**config.mk**
```make
export PLATFORM = sky130hd
export DESIGN_NAME = scan_fire_scheduler
export DESIGN_NICKNAME = d
export VERILOG_FILES = /design/src/rtl/scan_sched_pkg.sv /design/src/rtl/sched_phase_timer.sv /design/src/rtl/scan_fire_scheduler.sv
export SDC_FILE = /design/constraint.sdc
export NUM_CORES = 1
export LEC_CHECK = 0
export BUFFER_PORTS_ARGS = -buffer_cell sky130_fd_sc_hd__buf_2
export CAP_MARGIN = 20
export CORE_ASPECT_RATIO = 1.25
export CORE_UTILIZATION = 30
export DETAILED_ROUTE_END_ITERATION = 6
export GPL_TIMING_DRIVEN = 0
export PLACE_DENSITY = 0.51
export RECOVER_POWER = 50
export SYNTH_ARGS = -nofsm -noshare
export SYNTH_HDL_FRONTEND = slang
export SYNTH_SLANG_ARGS = --single-unit
```
**constraint.sdc**
```tcl
create_clock -name i_clk_50m -period 2.19 [get_ports i_clk_50m]
set_input_delay 0.438 -clock i_clk_50m [delete_from_list [all_inputs] [get_ports i_clk_50m]]
set_output_delay 0.438 -clock i_clk_50m [all_outputs]
set_load 0.02 [all_outputs]
```
**src/rtl/scan_sched_pkg.sv**
```systemverilog
// Shared types, defaults and helpers for the laser shot scheduler.
// Holds the FSM state encoding, timing defaults and the angular window test.
package scan_sched_pkg;

    typedef enum logic [2:0] {
        ST_IDLE,
        ST_WAIT_ZERO,
        ST_ARMED,
        ST_CHARGE,
        ST_FIRE,
        ST_RX
    } sched_state_t;

    localparam int DEF_FIRE_W   = 4;
    localparam int DEF_RX_W     = 200;
    localparam int DEF_ZERO_TMO = 5_000_000;

    // Encoder resolutions in use across the scanner family.
    localparam int ANGLES_3600 = 3600;
    localparam int ANGLES_7200 = 7200;
    localparam int ANGLES_1800 = 1800;
    localparam int ANGLES_1080 = 1080;

    // Inclusive window; start > stop means the window wraps through index 0.
    function automatic logic in_window(input logic [15:0] a,
                                       input logic [15:0] start,
                                       input logic [15:0] stop);
        if (start <= stop) begin
            return (a >= start) && (a <= stop);
        end
        return (a >= start) || (a <= stop);
    endfunction

endpackage

```
**src/rtl/sched_phase_timer.sv**
```systemverilog
// Loadable 10-bit down-counter shared by the CHARGE, FIRE and RX phases.
// o_done is high during the final cycle of a loaded duration.
module sched_phase_timer (
    input  logic       i_clk_50m,
    input  logic       i_rst_n,
    input  logic       i_load,
    input  logic [9:0] i_load_val,
    output logic       o_done
);

    logic [9:0] r_cnt;

    // NOTE: clocked state uses non-blocking assignments so every flop samples pre-edge values.
    always_ff @(posedge i_clk_50m or negedge i_rst_n) begin
        if (!i_rst_n) begin
            r_cnt <= '0;
        end else if (i_load) begin
            r_cnt <= i_load_val;
        end else if (r_cnt != '0) begin
            r_cnt <= r_cnt - 10'd1;
        end
    end

    assign o_done = (r_cnt == 10'd1);

endmodule

```
**src/rtl/scan_fire_scheduler.sv**
```systemverilog
// One charge -> fire -> receive shot per in-window encoder step, with frame supervision.
// Optional SCAN_STATS_EN adds per-frame shot counters; FSM behaviour is unchanged.
module scan_fire_scheduler
    import scan_sched_pkg::*;
#(
    parameter int FIRE_W   = DEF_FIRE_W,
    parameter int RX_W     = DEF_RX_W,
    parameter int ZERO_TMO = DEF_ZERO_TMO
) (
    input  logic        i_clk_50m,
    input  logic        i_rst_n,
    input  logic        i_scan_en,
    input  logic        i_motor_state,
    input  logic        i_angle_sync,
    input  logic        i_zero_sign,
    input  logic [15:0] i_zero_angle,
    input  logic [15:0] i_start_angle,
    input  logic [15:0] i_stop_angle,
    input  logic [9:0]  i_charge_cyc,
    input  logic        i_clr,
    output logic        o_laser_mode,
    output logic        o_charge,
    output logic        o_fire,
    output logic        o_rx_window,
    output logic [15:0] o_shot_angle,
    output logic        o_frame_start,
    output logic        o_overrun,
    output logic        o_sync_lost
`ifdef SCAN_STATS_EN
    ,
    output logic [15:0] o_shot_cnt,
    output logic [15:0] o_last_frame_shots
`endif
);

    localparam logic [23:0] WD_LIMIT = 24'(ZERO_TMO - 1);

    sched_state_t r_state;
    sched_state_t w_next;

    logic        w_abort;
    logic        w_wd_expire;
    logic        w_frame_evt;
    logic        w_shot;
    logic        w_overrun_set;
    logic        w_sync_lost_set;
    logic        w_tmr_load;
    logic [9:0]  w_tmr_val;
    logic        w_tmr_done;
    logic [9:0]  w_charge_eff;
    logic [23:0] r_wd;

    logic        r_laser_mode;
    logic        r_charge;
    logic        r_fire;
    logic        r_rx_window;
    logic [15:0] r_shot_angle;
    logic        r_frame_start;
    logic        r_overrun;
    logic        r_sync_lost;

    assign w_charge_eff = (i_charge_cyc == 10'd0) ? 10'd1 : i_charge_cyc;
    assign w_abort      = !(i_scan_en && i_motor_state);
    // A zero mark in the expiry cycle resets the watchdog instead of tripping it.
    assign w_wd_expire  = (r_state != ST_IDLE) && !i_zero_sign && (r_wd == WD_LIMIT);

    sched_phase_timer u_timer (
        .i_clk_50m (i_clk_50m),
        .i_rst_n   (i_rst_n),
        .i_load    (w_tmr_load),
        .i_load_val(w_tmr_val),
        .o_done    (w_tmr_done)
    );

    always_ff @(posedge i_clk_50m or negedge i_rst_n) begin
        if (!i_rst_n) begin
            r_state <= ST_IDLE;
        end else begin
            r_state <= w_next;
        end
    end

    // NOTE: every signal driven here gets a default first, so no path can infer a latch.
    always_comb begin
        w_next          = r_state;
        w_tmr_load      = 1'b0;
        w_tmr_val       = '0;
        w_shot          = 1'b0;
        w_frame_evt     = i_zero_sign && (r_state != ST_IDLE);
        w_overrun_set   = i_angle_sync &&
                          (r_state inside {ST_CHARGE, ST_FIRE, ST_RX});
        w_sync_lost_set = 1'b0;

        case (r_state)
            ST_IDLE: begin
                if (!w_abort) w_next = ST_WAIT_ZERO;
            end
            ST_WAIT_ZERO: begin
                if (i_zero_sign) w_next = ST_ARMED;
            end
            ST_ARMED: begin
                if (i_angle_sync && in_window(i_zero_angle, i_start_angle, i_stop_angle)) begin
                    w_next     = ST_CHARGE;
                    w_shot     = 1'b1;
                    w_tmr_load = 1'b1;
                    w_tmr_val  = w_charge_eff;
                end
            end
            ST_CHARGE: begin
                if (w_tmr_done) begin
                    w_next     = ST_FIRE;
                    w_tmr_load = 1'b1;
                    w_tmr_val  = 10'(FIRE_W);
                end
            end
            ST_FIRE: begin
                if (w_tmr_done) begin
                    w_next     = ST_RX;
                    w_tmr_load = 1'b1;
                    w_tmr_val  = 10'(RX_W);
                end
            end
            ST_RX: begin
                if (w_tmr_done) w_next = ST_ARMED;
            end
            default: w_next = ST_IDLE;
        endcase

        if (w_wd_expire) begin
            w_next          = ST_WAIT_ZERO;
            w_sync_lost_set = 1'b1;
            w_shot          = 1'b0;
            w_tmr_load      = 1'b0;
        end

        if (w_abort) begin
            w_next          = ST_IDLE;
            w_frame_evt     = 1'b0;
            w_shot          = 1'b0;
            w_overrun_set   = 1'b0;
            w_sync_lost_set = 1'b0;
            w_tmr_load      = 1'b0;
        end
    end

    always_ff @(posedge i_clk_50m or negedge i_rst_n) begin
        if (!i_rst_n) begin
            r_wd <= '0;
        end else if (w_abort || (r_state == ST_IDLE) || i_zero_sign || w_wd_expire) begin
            r_wd <= '0;
        end else begin
            r_wd <= r_wd + 24'd1;
        end
    end

    // Outputs are decoded from the next state so they are flops aligned with r_state.
    always_ff @(posedge i_clk_50m or negedge i_rst_n) begin
        if (!i_rst_n) begin
            r_laser_mode  <= 1'b0;
            r_charge      <= 1'b0;
            r_fire        <= 1'b0;
            r_rx_window   <= 1'b0;
            r_shot_angle  <= '0;
            r_frame_start <= 1'b0;
            r_overrun     <= 1'b0;
            r_sync_lost   <= 1'b0;
        end else begin
            r_laser_mode  <= (w_next != ST_IDLE);
            r_charge      <= (w_next == ST_CHARGE);
            r_fire        <= (w_next == ST_FIRE);
            r_rx_window   <= (w_next == ST_RX);
            r_frame_start <= w_frame_evt;
            if (w_shot) r_shot_angle <= i_zero_angle;
            if (w_overrun_set)   r_overrun   <= 1'b1;
            else if (i_clr)      r_overrun   <= 1'b0;
            if (w_sync_lost_set) r_sync_lost <= 1'b1;
            else if (i_clr)      r_sync_lost <= 1'b0;
        end
    end

    assign o_laser_mode  = r_laser_mode;
    assign o_charge      = r_charge;
    assign o_fire        = r_fire;
    assign o_rx_window   = r_rx_window;
    assign o_shot_angle  = r_shot_angle;
    assign o_frame_start = r_frame_start;
    assign o_overrun     = r_overrun;
    assign o_sync_lost   = r_sync_lost;

`ifdef SCAN_STATS_EN
    logic [15:0] r_shot_cnt;
    logic [15:0] r_last_frame_shots;

    // A shot accepted together with the zero mark belongs to the new frame.
    always_ff @(posedge i_clk_50m or negedge i_rst_n) begin
        if (!i_rst_n) begin
            r_shot_cnt         <= '0;
            r_last_frame_shots <= '0;
        end else if (w_frame_evt) begin
            r_last_frame_shots <= r_shot_cnt;
            r_shot_cnt         <= w_shot ? 16'd1 : 16'd0;
        end else if (w_shot && (r_shot_cnt != 16'hFFFF)) begin
            r_shot_cnt <= r_shot_cnt + 16'd1;
        end
    end

    assign o_shot_cnt         = r_shot_cnt;
    assign o_last_frame_shots = r_last_frame_shots;
`endif

endmodule

```
# Word-level counts from Yosys, hierarchy flattened
# Index checks and enable logic that the tools add are counted.
dict set report op_classes {
  add_sub_neg 2
  multipliers 0
  div_mod_pow 0
  n_lt_le_gt_ge 3
  n_eq_ne 10
  n_shift 0
  n_mux 36
  bitwise 0
  reduce_logical 23
}
# operator n
set op_table {}
lappend op_table {{10-bit 2-to-1 mux} 4}
lappend op_table {{16-bit less-or-equal comparator} 2}
lappend op_table {{10-bit case mux with 3 select lines} 1}
lappend op_table {{24-bit by 1-bit adder with 24-bit output, second input constant} 1}
lappend op_table {{24-bit by 23-bit equality test with 1-bit output, second input constant} 1}
lappend op_table {{24-bit 2-to-1 mux} 1}
lappend op_table {{3-bit 2-to-1 mux} 8}
lappend op_table {{1-bit 2-to-1 mux} 19}
lappend op_table {{3-bit case mux with 6 select lines} 1}
lappend op_table {{16-bit >= comparator} 1}
lappend op_table {{3-bit equality test, second input constant} 4}
lappend op_table {{10-bit by 1-bit equality test with 1-bit output, second input constant} 1}
lappend op_table {{10-bit logical NOT} 1}
lappend op_table {{10-bit nonzero test} 1}
lappend op_table {{10-bit by 1-bit subtractor with 10-bit output, second input constant} 1}
lappend op_table {{3-bit by 2-bit equality test with 1-bit output, second input constant} 3}
lappend op_table {{3-bit nonzero test} 3}
lappend op_table {{8-bit 2-to-1 mux} 1}
lappend op_table {{1-bit logical AND} 7}
lappend op_table {{2-bit nonzero test} 3}
lappend op_table {{1-bit logical OR} 4}
lappend op_table {{3-bit by 1-bit equality test with 1-bit output, second input constant} 1}
lappend op_table {{3-bit logical NOT} 1}
lappend op_table {{1-bit logical NOT} 2}
lappend op_table {{other kinds (2)} 2}
dict set report word_totals {
  regBits 60
  latchBits 0
  mem_bits_rw 0
  rom_bits 0
  in_bits 65
  elab_cells 85
  memories 0
}

# Logic depth before layout (Yosys ltp)
# Gate-level depths: netlist of the first run.
dict set report depth {
  ltp_word 11
  ltp_mapped 11
}

# Modules after synthesis
# Synthesis of the first run repeated with hierarchy kept, for this count alone.
dict set report hier_totals {
  hier_cells 433
  area_unflattened_um2 4124.0
}
# mod instances cells_per_inst area_per_inst_um2 seq_area_each_um2
set modules_own_cells {}
lappend modules_own_cells {scan_fire_scheduler 1 366 3513.4 1251.2}
lappend modules_own_cells {sched_phase_timer 1 67 610.6 250.2}

# Worst setup path after synthesis of the first run
# Ideal clock, no wire load.
dict set report synth_timing {
  path_type {input to register}
  startpoint {in i_stop_angle[14]}
  endpoint {reg r_shot_angle[10], in the netlist o_shot_angle[10]}
  setup_time_ns 0.125
  arrival_ns 2.600
  required_time_ns 2.065
  path_slack_ns -0.535
  stages 11
  n_path_buf 1
  cell_sequence {inv_1 ha_1 a21oi_2 nand2_1 a221o_1 o31a_1 maj3_2 and2_4 nand2_4 buf_12 mux2_4}
}
dict set report synth_between {
  elab_chain_len 10
  word_cells_on_any_way 14
  classes_between {order compare (2); mux (9); reduce/logical (3)}
}
# element line
set synth_lines {}
lappend synth_lines {{from (decl)} scan_fire_scheduler.sv:18} ;# input logic [15:0] i_stop_angle,
lappend synth_lines {{16-bit less-or-equal comparator (on tied branches)} {scan_sched_pkg.sv:28, scan_sched_pkg.sv:29, scan_sched_pkg.sv:31}}
lappend synth_lines {{1-bit 2-to-1 mux or 1-bit logical AND (tied branches)} {scan_sched_pkg.sv:28, scan_sched_pkg.sv:29}}
lappend synth_lines {{1-bit 2-to-1 mux (on tied branches)} {scan_fire_scheduler.sv:94, scan_sched_pkg.sv:28}}
lappend synth_lines {{1-bit 2-to-1 mux (*)} scan_sched_pkg.sv:31} ;# return (a >= start) || (a <= stop);
lappend synth_lines {{1-bit 2-to-1 mux (*)} scan_fire_scheduler.sv:94} ;# case (r_state)
lappend synth_lines {{1-bit logical AND (*)} scan_fire_scheduler.sv:102} ;# if (i_angle_sync && in_window(i_zero_angle, i_start_angle, i_stop_angle)) begin
lappend synth_lines {{1-bit 2-to-1 mux (*)} scan_fire_scheduler.sv:102}
lappend synth_lines {{1-bit 2-to-1 mux (*)} scan_fire_scheduler.sv:94}
lappend synth_lines {{1-bit 2-to-1 mux (*)} scan_fire_scheduler.sv:129} ;# if (w_wd_expire) begin
lappend synth_lines {{1-bit 2-to-1 mux (*)} scan_fire_scheduler.sv:136} ;# if (w_abort) begin
lappend synth_lines {{to (signal assigned)} scan_fire_scheduler.sv:173} ;# if (w_shot) r_shot_angle <= i_zero_angle;
lappend synth_lines {{to (decl)} scan_fire_scheduler.sv:57} ;# logic [15:0] r_shot_angle;
# Mark *: on every way between the ends. The rest lies on a longest branch, timed or not. The select of a mux whose other input is x is not followed.
# A chain may end at the register's enable or synchronous reset.

# Worst setup path in the final report of the first run
dict set report layout_timing {
  startpoint {in i_zero_angle[0]}
  endpoint {reg r_shot_angle[10], in the netlist o_shot_angle[10]}
}
dict set report layout_between {
  elab_chain_len 10
  word_cells_on_any_way 12
  classes_between {order compare (2); mux (7); reduce/logical (3)}
}
# element line
set layout_lines {}
lappend layout_lines {{from (decl)} scan_fire_scheduler.sv:16} ;# input logic [15:0] i_zero_angle,
lappend layout_lines {{16-bit >= comparator or 16-bit less-or-equal comparator (tied branches)} {scan_sched_pkg.sv:29, scan_sched_pkg.sv:31}}
lappend layout_lines {{1-bit logical AND} scan_sched_pkg.sv:29} ;# return (a >= start) && (a <= stop);
lappend layout_lines {{1-bit 2-to-1 mux} scan_sched_pkg.sv:28} ;# if (start <= stop) begin
lappend layout_lines {{1-bit 2-to-1 mux (*)} scan_sched_pkg.sv:31}
lappend layout_lines {{1-bit 2-to-1 mux (*)} scan_fire_scheduler.sv:94}
lappend layout_lines {{1-bit logical AND (*)} scan_fire_scheduler.sv:102}
lappend layout_lines {{1-bit 2-to-1 mux (*)} scan_fire_scheduler.sv:102}
lappend layout_lines {{1-bit 2-to-1 mux (*)} scan_fire_scheduler.sv:94}
lappend layout_lines {{1-bit 2-to-1 mux (*)} scan_fire_scheduler.sv:129}
lappend layout_lines {{1-bit 2-to-1 mux (*)} scan_fire_scheduler.sv:136}
# Marked as above.

==> flow_metrics.tcl, run 1 <==
set metrics [dict create \
    p_sw_share_pct 27.8 \
    r2r_end "o_rx_window" \
    netSwitchingPower_mw 1.00 \
    rrSetupSlack_ps 20 \
    async_reset_ff_share_pct 100 \
    synthTopCellsByArea "dfrtp_1 (37%), ha_1 (16%), nand2_1 (3.9%), a21oi_1 (3.8%), nor2_1 (3.8%)" \
    end_kind "flip-flop" \
    core_mm2 0.0133 \
    drc 0 \
    power_frac_comb_pct 21.0 \
    antenna_found_initial 0 \
    grt_pass1_vias 3645 \
    worst_slew_pin_slew_ps 1610 \
    ir_worst_vdd_mv 0.427 \
    portBuffers 87 \
    wl_um 10400 \
    yosys_warnings 0 \
    start_util_pct 30.7 \
    r2r-start "u_timer.r_cnt[4]" \
    worstPathArrival_ps 2790 \
    critPathMaxFanout 8 \
    drt_iter0_markers 133 \
    clockBufferDepth 2 \
    fin_skew_ps 6.64 \
    place_congestion 0.825 \
    cp.required_ps 2400 \
    die_area_mm2 0.0141 \
    synth_edf_count 0 \
    cts_max_level 3 \
    ys.flop_type "dfrtp_1" \
    worstRegToRegCells 8 \
    yosys.area.top_type_share_pct 36.8 \
    fin_crit_ps 2570 \
    path_class "in2reg" \
    ys_seq_area_share_pct 36.8 \
    setup_viol 27 \
    intPower_mw 2.60 \
    slew_violations 61 \
    via_per_inst 4.85 \
    syn-cell-area_mm2 0.00408 \
    nNetsFinal 666 \
    row_count 47 \
    slew_headroom_pct -7.66 \
    post_drt_wl_per_cell_um 14.4 \
    status "complete, but fails checks" \
    final_area_mm2 0.00562 \
    detail-route-antenna-nets 0 \
    grt_start_max_net_pins 61 \
    crit_start "i_zero_angle[0]" \
    synthCells 437 \
    grt_overflow_total 0 \
    cap_viol_max_count 1 \
    power_leakage_nw 2.74 \
    hold_path.class "in2reg" \
    drt_pre_antenna_iters 4 \
    rsz0062_at_grt "yes" \
    hpwl_um 7830 \
    final_layout_size_suffix_gt1_share_pct 35.9 \
    synth.net_count 553 \
    clk_pin_slew_worst_paths_ps 50 \
    die_w_um 106 \
    diodes 0 \
    area_growth_pct 37.8 \
    period_share_pct 117 \
    track_usage_pct 15.6 \
    p_per_area_mw_per_mm2 641 \
    ys_types 51 \
    post_synth.cell_area_avg_um2 9.34 \
    fin_ws_ps -382 \
    dp_slack_ps -855 \
    via_count 3519 \
    fmax_ghz 0.389 \
    hold_viol 0 \
    p_seq_share_pct 36.1 \
    grt_pass1_wl_um 17400 \
    yosys.area.top_type "dfrtp_1" \
    cts.sinks 60 \
    cts_root_buf "clkbuf_16" \
    power.share.clock_pct 42.9 \
    ctsHoldBuffers 0 \
    post_dp_cell_area_mm2 0.00483 \
    violations "capacitance limit, slew limit, setup timing" \
    critPathCapture "o_shot_angle[10]" \
    ios 88 \
    startpoint_type "input pin" \
    cts_buffers 9 \
    synth-seq-cells 60 \
    cts_tree "done" \
    clock_latency_ps 330 \
    die_y_um 132 \
]
==> how the worst min path moves through the flow <==
stage                 start     endpoint  slack, ps  cells after the start
finish                i_clr  o_sync_lost        320                      2
global route          i_clr  o_sync_lost        300                      2
CTS                 i_rst_n    o_overrun        240                      1
detailed placement  r_wd[0]      r_wd[0]        480                      1
global placement    r_wd[0]      r_wd[0]        480                      1
floorplan           i_rst_n     o_charge        140                      0
==> cells by family (layout without fill, tap and decap cells) <==
kind of cell	count (synthesis)	count (layout)	share of synthesized area [%]
and+or+nand+nor	162	162	19.6
xor gates and xnor gates	24	24	5.15
buffers and inverters	47	165	4.93
DFF	60	60	36.8
AOI/OAI and AO/OA	64	64	9.26
adders and majority gates	52	52	15.9
muxes	28	28	8.34
==> synthesized netlist by cell type (all sizes together), types with 2 or more instances <==
cell type	instances
nor3	12
a21boi	2
nand3	13
nor4	7
and3	7
nor3b	2
a221o	2
xnor2	10
and2	6
nand3b	3
or3	5
ha	51
nor2b	5
dfrtp	60
inv	40
nand2b	2
xor2	14
buf	3
mux2	18
nand2	43
o21ai	16
nor2	41
a21oi	32
a21o	3
nand4	13
clkbuf	4
mux2i	10
==> through the flow <==
| step | cells | setup TNS, ps | hold WS (ps) | power [mW] | utilization (%) |
|---|---|---|---|---|---|
| 2_1_floorplan | 437 | -7420 | 142 | 1.74 | - |
| 3_3_place_gp | 695 | -27770 | 476 | 1.97 | 36.4 |
| 3_5_place_dp | 695 | -28740 | 480 | 1.99 | 36.4 |
| 4_1_cts | 718 | -9890 | 235 | 3.63 | 41.2 |
| 5_1_grt | 726 | -10860 | 305 | 3.80 | 42.3 |
| 6_report | 726 | -8930 | 315 | 3.61 | 42.3 |
==> per-layer routing <==
layer / up-vias / wire [um] / GRT usage, %
met5: - / 0 / 0
met2: 73 / 5320 / 27.7
li1: 1757 / - / -
met4: 0 / 179 / 5.09
met1: 1679 / 4440 / 17.8
met3: 10 / 505 / 4.24
==> critical path, stage by stage <==
cell and delay [ps]:
buf_8 100, inv_4 50, ha_4 180, nand2b_4 120, a2111o_1 420, a21oi_2 220
o211ai_1 140, maj3_2 350, and2_4 200, nand2_8 130, buf_16 140, mux2_4 290
==> registers in the layout, indices dropped and copies added (netlist names) <==
signal         flops
r_wd              24
o_shot_angle      16
u_timer.r_cnt     10
r_state            3
o_charge           1
o_fire             1
o_frame_start      1
o_laser_mode       1
o_overrun          1
o_rx_window        1
o_sync_lost        1
==> final cells by class <==
class                      instances  area [um^2]
tap                              171          214
buffer                             6         55.1
timing repair buffer             103          647
inverter                          40          165
sequential                        60         1500
fill                            1358         7670
clock inverter                     6         87.6
clock buffer                      10          239
multi-input combinational        330         2720
==> what timing repair did <==
item / in CTS / in global routing
cloned: 1 / 0
pin swaps: 19 / 12
gates resized for setup: 52 / 20
endpoints found under the setup margin: 50 / 52
setup buffers: 6 / 9
==> power groups by stage <==
| stage | Sequential [mW] | Clock [mW] | Combinational (mW) |
|---|---|---|---|
| after floorplan | 1.33 | 0 | 0.417 |
| after global placement | 1.31 | 0 | 0.656 |
| after detailed placement | 1.32 | 0 | 0.675 |
| after CTS | 1.30 | 1.59 | 0.735 |
| after global routing | 1.32 | 1.63 | 0.850 |
| final | 1.30 | 1.55 | 0.756 |
==> layout by cell type (no fill, tap or decap), types with 3 or more instances in the layout <==
cell        synthesis  final
mux2i_1            10     10
a21o_1              3      3
o21ai_1             1      3
dfrtp_1            60     60
xnor2_1            10     10
or3_1               5      3
ha_1               51     37
and2_4              1      3
nor3_1             12     11
nor2_1             41     40
nand3b_1            3      3
a21oi_2             1      5
buf_2               1     75
nand3_1            13     13
nor4_1              6      3
buf_6               1     10
mux2_4             10     14
clkinvlp_4          0      3
o21ai_0            14     11
buf_4               0     17
ha_4                0     14
nand2_1            42     39
clkbuf_16           0      9
nor2b_1             4      3
and3_1              7      7
inv_2               0      4
xor2_1             14     14
a21oi_1            31     26
nor4_2              1      3
inv_4               0      6
inv_1              40     30
mux2_2              8      4
nand4_1            13     13
No activity file was read; power rests on OpenSTA's default activity.
==> inputs of run 2 (changes only) <==
REMOVE_ABC_BUFFERS = 1   (was default)
==> run 2 against run 1 <==
Effect of this change: the run still ends with capacitance limit, slew limit, setup timing left; combinational power grew 0.9%; via count grew 1.6%; clock-buffer cell count grew 3; largest cell class unchanged; die area is the same; wire length grew 1.8%; setup slack gained 64 ps; sequential share of layout area is essentially flat; register-to-register slack lost 30 ps.
==> flow_metrics.tcl, run 2 (synthesis results as in run 1) <==
set metrics [dict create \
    status "complete, but fails checks" \
    violations "capacitance limit, slew limit, setup timing" \
    worstPathArrival_ps 2750 \
    slew_violations 61 \
    via_per_inst 4.95 \
    cp.required_ps 2430 \
    core_mm2 0.0133 \
    drc 0 \
    path_buf_inv 2 \
    fin_ws_ps -317 \
    post_drt_wl_per_cell_um 14.7 \
    setup_viol 27 \
    worst_slew_pin_slew_ps 1580 \
    critPathMaxFanout 5 \
    p_per_area_mw_per_mm2 652 \
    drt_iter0_markers 117 \
    period_share_pct 114 \
    cts.sinks 60 \
    antenna_found_initial 0 \
    fillers 1334 \
    grt_overflow_total 0 \
    final_area_mm2 0.00563 \
    power_leakage_nw 2.73 \
    p_seq_share_pct 35.6 \
    timing.setup.tns_ps -7650 \
    final_layout_size_suffix_gt1_share_pct 35.5 \
    path_class "in2reg" \
    regMostFlops "r_wd" \
    power_frac_comb_pct 20.8 \
    row_count 47 \
    die_y_um 132 \
    hold_path.class "in2reg" \
    start_util_pct 30.7 \
    ir_worst_vdd_mv 0.297 \
    cts_root_buf "clkbuf_16" \
    slew_headroom_pct -5.01 \
    critical-path-top-delay-family "compound AO/OA/AOI/OAI gates" \
    diodes 0 \
    post-place-cells 688 \
    cap_viol_max_count 1 \
    die_w_um 106 \
    wl_um 10600 \
    area_growth_pct 37.9 \
    hpwl_um 7580 \
    post_dp_cell_area_mm2 0.00468 \
    track_usage_pct 16.0 \
    rsz0062_at_grt "yes" \
    ctsHoldBuffers 0 \
    worstPathCellList "buf_2 -> ha_1 -> nand4_1 -> nor2_1 -> a221o_1 -> o31a_1 -> maj3_2 -> and2_4 -> o21ai_4 -> buf_6 -> mux2i_1" \
    power.total_mw 3.67 \
    final_common_cell "buf_2" \
    grt_start_max_net_pins 61 \
    cts_buffers 9 \
    clock_latency_ps 330 \
    power.share.clock_pct 43.6 \
    cts_tree "done" \
    nNetsFinal 663 \
    startpoint_type "input pin" \
    intPower_mw 2.67 \
    detail-route-antenna-nets 0 \
    cpMaxStageDelayCell "maj3_2" \
    hold_viol 0 \
    most-common-layout-cells "buf_2 (78), dfrtp_1 (60), nand2_1 (40)" \
    end_kind "flip-flop" \
    largest_reg_flops 24 \
    grt_pass1_vias 3743 \
    clockBufferDepth 2 \
    drt_pre_antenna_iters 4 \
    grt_pass1_wl_um 17800 \
    clk_pin_slew_worst_paths_ps 60 \
    stdcell_count 723 \
    die_area_mm2 0.0141 \
    cts_max_level 3 \
    ios 88 \
    fmax_ghz 0.399 \
    place_congestion 0.840 \
    fin_skew_ps 8.34 \
    via_count 3576 \
    portBuffers 87 \
    cp_slowest_stage_delay_ps 340 \
    fin_crit_ps 2510 \
    p_sw_share_pct 27.2 \
    netSwitchingPower_mw 1.00 \
]
## run 2: cell types whose count changed in the layout (fill, tap and decap cells not counted), sizes merged
cell	before	now
buf	105	104
nand2	43	44
clkinv	1	0
clkinvlp	3	1
## run 2: power by group through the flow
stage | Clock [mW] | Sequential (mW) | Combinational [mW]
6_report | 1.60 | 1.31 | 0.763
5_1_grt | 1.68 | 1.32 | 0.852
4_1_cts | 1.64 | 1.30 | 0.747
3_5_place_dp | 0 | 1.32 | 0.650
3_3_place_gp | 0 | 1.31 | 0.629
2_1_floorplan | 0 | 1.33 | 0.399
## run 2: per-layer routing
metal / wire length [um] / share of wire, % / GRT usage (%) / vias to the layer above
met5: 0 / 0 / 0 / -
met4: 261 / 2.5 / 7.33 / 0
met3: 467 / 4.4 / 2.86 / 19
met2: 5330 / 50 / 28.0 / 96
met1: 4580 / 43 / 18.9 / 1715
li1: - / - / - / 1746
## run 2: worst paths after layout
check / slack (ps) / from / endpoint / depth (start not counted)
max: -320 / i_start_angle[8] / u_timer.r_cnt[3] / 11
min: 310 / i_clr / o_sync_lost / 2
max reg2reg: -10 / u_timer.r_cnt[4] / u_timer.r_cnt[3] / 7
min reg2reg: 480 / r_wd[0] / r_wd[0] / 1
max in group asynchronous: 730 / i_rst_n / r_wd[5] / 1
min in group asynchronous: 510 / i_rst_n / u_timer.r_cnt[9] / 1
## run 2: through the flow
step / hold slack, ps / setup slack, ps / util [%]
floorplan: 142 / -648 / -
global placement: 475 / -1150 / 35.2
detailed placement: 473 / -1200 / 35.2
CTS: 239 / -284 / 41.6
global route: 312 / -434 / 42.4
finish: 315 / -317 / 42.4
## run 2: worst reg2reg max path, stage by stage, from the launching register on
cell and delay (ps):
dfrtp_1 410, or3_4 390, or3_4 360, nor2b_4 150
nand2_1 100, nor3_1 440, a21oi_1 80, mux2i_1 170
## run 2: layout make-up
class	instances	area [um^2]	area share [%]
flip-flops and latches	60	1500	26.7
well taps	171	214	3.80
clock buffers	13	270	4.80
inverters	40	170	3.02
multi-input cells	331	2750	48.9
clock inverters	3	67.6	1.20
repair buffers	105	652	11.6
## run 2: what timing repair did
item / 4_1_cts / 5_1_grt
pin swaps: 25 / 8
endpoints found under the setup margin: 53 / 52
buffers inserted: 14 / 4
gates resized for setup: 75 / 17
gates cloned: 1 / 0
==> inputs of run 3 (changes only) <==
ABC_AREA = 1   (was default)
PLACE_DENSITY = 0.5   (was 0.51)
==> run 3 against run 2 <==
Effect of this change: the run ends with capacitance limit, slew limit left; setup slack improved by 480 ps; power fell by 5.4%; cell count rose by 21%; clock-buffer cell count fell by 1; first-iteration DRC count rose by 44%; register-to-register slack improved by 200 ps; combinational power fell by 2%; sequential power barely moved; non-clock buffer count fell by 14; global-route usage fell by 0.82 points; critical path type unchanged.
==> flow_metrics.tcl, run 3 <==
set metrics [dict create \
    slew_headroom_pct -2.32 \
    diodes 0 \
    hold_viol 0 \
    final_common_cell "nand2_1" \
    path_class "in2reg" \
    cpMaxStageDelayCell "ha_1" \
    syn-cell-area_mm2 0.00445 \
    wl_um 11100 \
    post_dp_cell_area_mm2 0.00507 \
    hpwl_um 8910 \
    place_congestion 0.860 \
    via_count 4089 \
    core_mm2 0.0144 \
    synth_edf_count 0 \
    drt_iter0_markers 169 \
    synth-seq-cells 60 \
    yosys.area_share.simple_pct 30.9 \
    final_layout_size_suffix_gt1_share_pct 19.1 \
    seq_area_mm2 0.00150 \
    yosys.area.top_type "dfrtp_1" \
    final_core_util_pct 37.8 \
    netlist_top_cells_count "nand2_1 (144), inv_1 (102), dfrtp_1 (60)" \
    wl_met3_um 516 \
    dp_slack_ps -660 \
    crit_top_cell "nand2_1" \
    grt_pass1_wl_um 18700 \
    via_per_inst 4.67 \
    grt_pass1_vias 4097 \
    detail-route-antenna-nets 0 \
    setup_viol 0 \
    drc 0 \
    end_kind "flip-flop" \
    fillers 1496 \
    most-common-layout-cells "nand2_1 (140), inv_1 (102), buf_2 (80)" \
    multi_input_area_mm2 0.00255 \
    grt_overflow_total 0 \
    cts_buffers 9 \
    startpoint_type "input pin" \
    synth-compound-area-share_pct 8.32 \
    fin_ws_ps 164 \
    fin_skew_ps 3.86 \
    worstPathArrival_ps 2300 \
    ctsHoldBuffers 0 \
    ys_seq_area_share_pct 33.7 \
    yosys_warnings 0 \
    period_share_pct 92.5 \
    regMostFlops "r_wd" \
    synthAdderAreaFrac_pct 14.3 \
    die_w_um 111 \
    fmax_ghz 0.494 \
    status "complete, but fails checks" \
    slew_violations 61 \
    violations "capacitance limit, slew limit" \
    die_y_um 138 \
    highest_layer "met4" \
    synthTopCellsByArea "dfrtp_1 (34%), ha_1 (14%), nand2_1 (12%), inv_1 (8.6%), nor2_1 (4.6%)" \
    fin_crit_ps 2030 \
    grt_start_max_net_pins 61 \
    cap_viol_max_count 1 \
    p_per_area_mw_per_mm2 638 \
    synthXorXnorAreaFrac_pct 2.76 \
    track_usage_pct 15.2 \
    rsz0062_at_grt "yes" \
    ys.flop_type "dfrtp_1" \
    ir_worst_vdd_mv 0.367 \
    clk_pin_slew_worst_paths_ps 50 \
    cts_root_buf "clkbuf_16" \
    cts_tree "done" \
    synth_top_family_by_area "simple AND/OR/NAND/NOR gates" \
    yosysMostFrequentCell "nand2_1" \
    start_util_pct 30.9 \
    cts.sinks 60 \
    route.met2.wl_um 5840 \
    cp_slowest_stage_delay_ps 320 \
    largest_reg_flops 24 \
    clockBufferDepth 2 \
    row_count 49 \
    ys_types 38 \
    drt_pre_antenna_iters 4 \
    antenna_found_initial 0 \
    post_drt_wl_per_cell_um 12.7 \
    yosys.area.top_type_share_pct 33.7 \
    area_growth_pct 22.3 \
    hold_path.class "in2reg" \
    portBuffers 87 \
    critPathMaxFanout 16 \
    async_reset_ff_share_pct 100 \
    nNetsFinal 810 \
    worst_slew_pin_slew_ps 1530 \
    post-place-cells 856 \
    synth_mux_area_share_pct 0 \
    post_synth.cell_area_avg_um2 7.47 \
    stdcell_count 875 \
    final_area_mm2 0.00544 \
    power.total_mw 3.47 \
    power_leakage_nw 2.89 \
    cp.required_ps 2460 \
    ios 88 \
    synthCells 596 \
    met1_length_um 4570 \
    worstPathCellList "buf_2 -> ha_1 -> a21oi_1 -> o21ai_0 -> a21oi_1 -> nand2_1 -> nand2_2 -> nand2_1 -> nand2_4 -> nand3_4 -> inv_6 -> nand2_1 -> o21ai_0 -> nand2_1 -> inv_1" \
    cts_max_level 3 \
    die_area_mm2 0.0153 \
    clock_latency_ps 330 \
]
-- run 3: cell types whose count changed after synthesis, sizes merged, moves of 5 or more --
cell | previous run | this run
mux2i | 10 | 0
or3 | 5 | 0
nor2 | 41 | 61
xor2 | 14 | 8
and3 | 7 | 0
mux2 | 18 | 0
inv | 40 | 108
nand3 | 13 | 35
nor2b | 5 | 0
nand2 | 43 | 149
and2 | 6 | 0
nor3 | 12 | 18
-- run 3: worst paths after layout --
path,slack [ps],startpoint,to,cells after the start
max in group asynchronous,790,i_rst_n,r_wd[3],1
worst min register to register,460,r_wd[0],r_wd[0],1
worst max-delay path,160,i_zero_angle[15],u_timer.r_cnt[8],15
worst max register to register,190,r_wd[0],u_timer.r_cnt[9],14
min in group asynchronous,490,i_rst_n,r_wd[22],1
worst min-delay path,310,i_clr,o_sync_lost,2
-- run 3: power breakdown --
| group | leakage (nW) | total (mW) | switching (mW) | internal (mW) |
|---|---|---|---|---|
| clock network | 0.145 | 1.41 | 0.479 | 0.927 |
| registers | 0.809 | 1.32 | 0.100 | 1.22 |
| logic | 1.94 | 0.745 | 0.432 | 0.313 |
| total | 2.89 | 3.47 | 1.01 | 2.46 |
-- run 3: area by class of cell --
| cell class | count | share of cell area [%] |
|---|---|---|
| clock buffer | 12 | 4.71 |
| clock inverter | 2 | 0.644 |
| sequential | 60 | 27.6 |
| tap | 178 | 4.09 |
| multi-input combinational | 424 | 46.8 |
| inverter | 108 | 7.63 |
| timing repair buffer | 91 | 8.48 |
-- run 3: through the flow --
step           TNS [ps]  hold slack, ps
6_report              0             306
3_5_place_dp     -16560             461
5_1_grt           -38.9             311
3_3_place_gp     -15680             452
4_1_cts               0             230
2_1_floorplan         0             142
-- run 3: repair_timing --
item | in CTS | in global routing
gates cloned | 1 | 0
gates resized for setup | 3 | 11
setup buffers | 2 | 2
pin swaps | 1 | 3
setup endpoints to repair | 47 | 32
-- run 3: metal layers --
layer	track usage, %	up-vias
met4	6.60	0
met3	2.94	15
met1	16.8	1862
met2	28.1	83
met5	0	-
li1	-	2129
-- run 3: worst max-delay path: cells and delay by family --
family | cells | cell delay [ps]
adders and majority gates | 1 | 320
and+or+nand+nor | 7 | 690
AOI/OAI and AO/OA | 4 | 500
buffers and inverters | 3 | 340
-- run 3: logic make-up (layout without fill, tap and decap cells) --
group	after synthesis	in the layout
buffers and inverters	113	213
xor gates and xnor gates	14	14
AOI/OAI and AO/OA	65	65
DFF	60	60
and+or+nand+nor	293	294
adders and majority gates	51	51
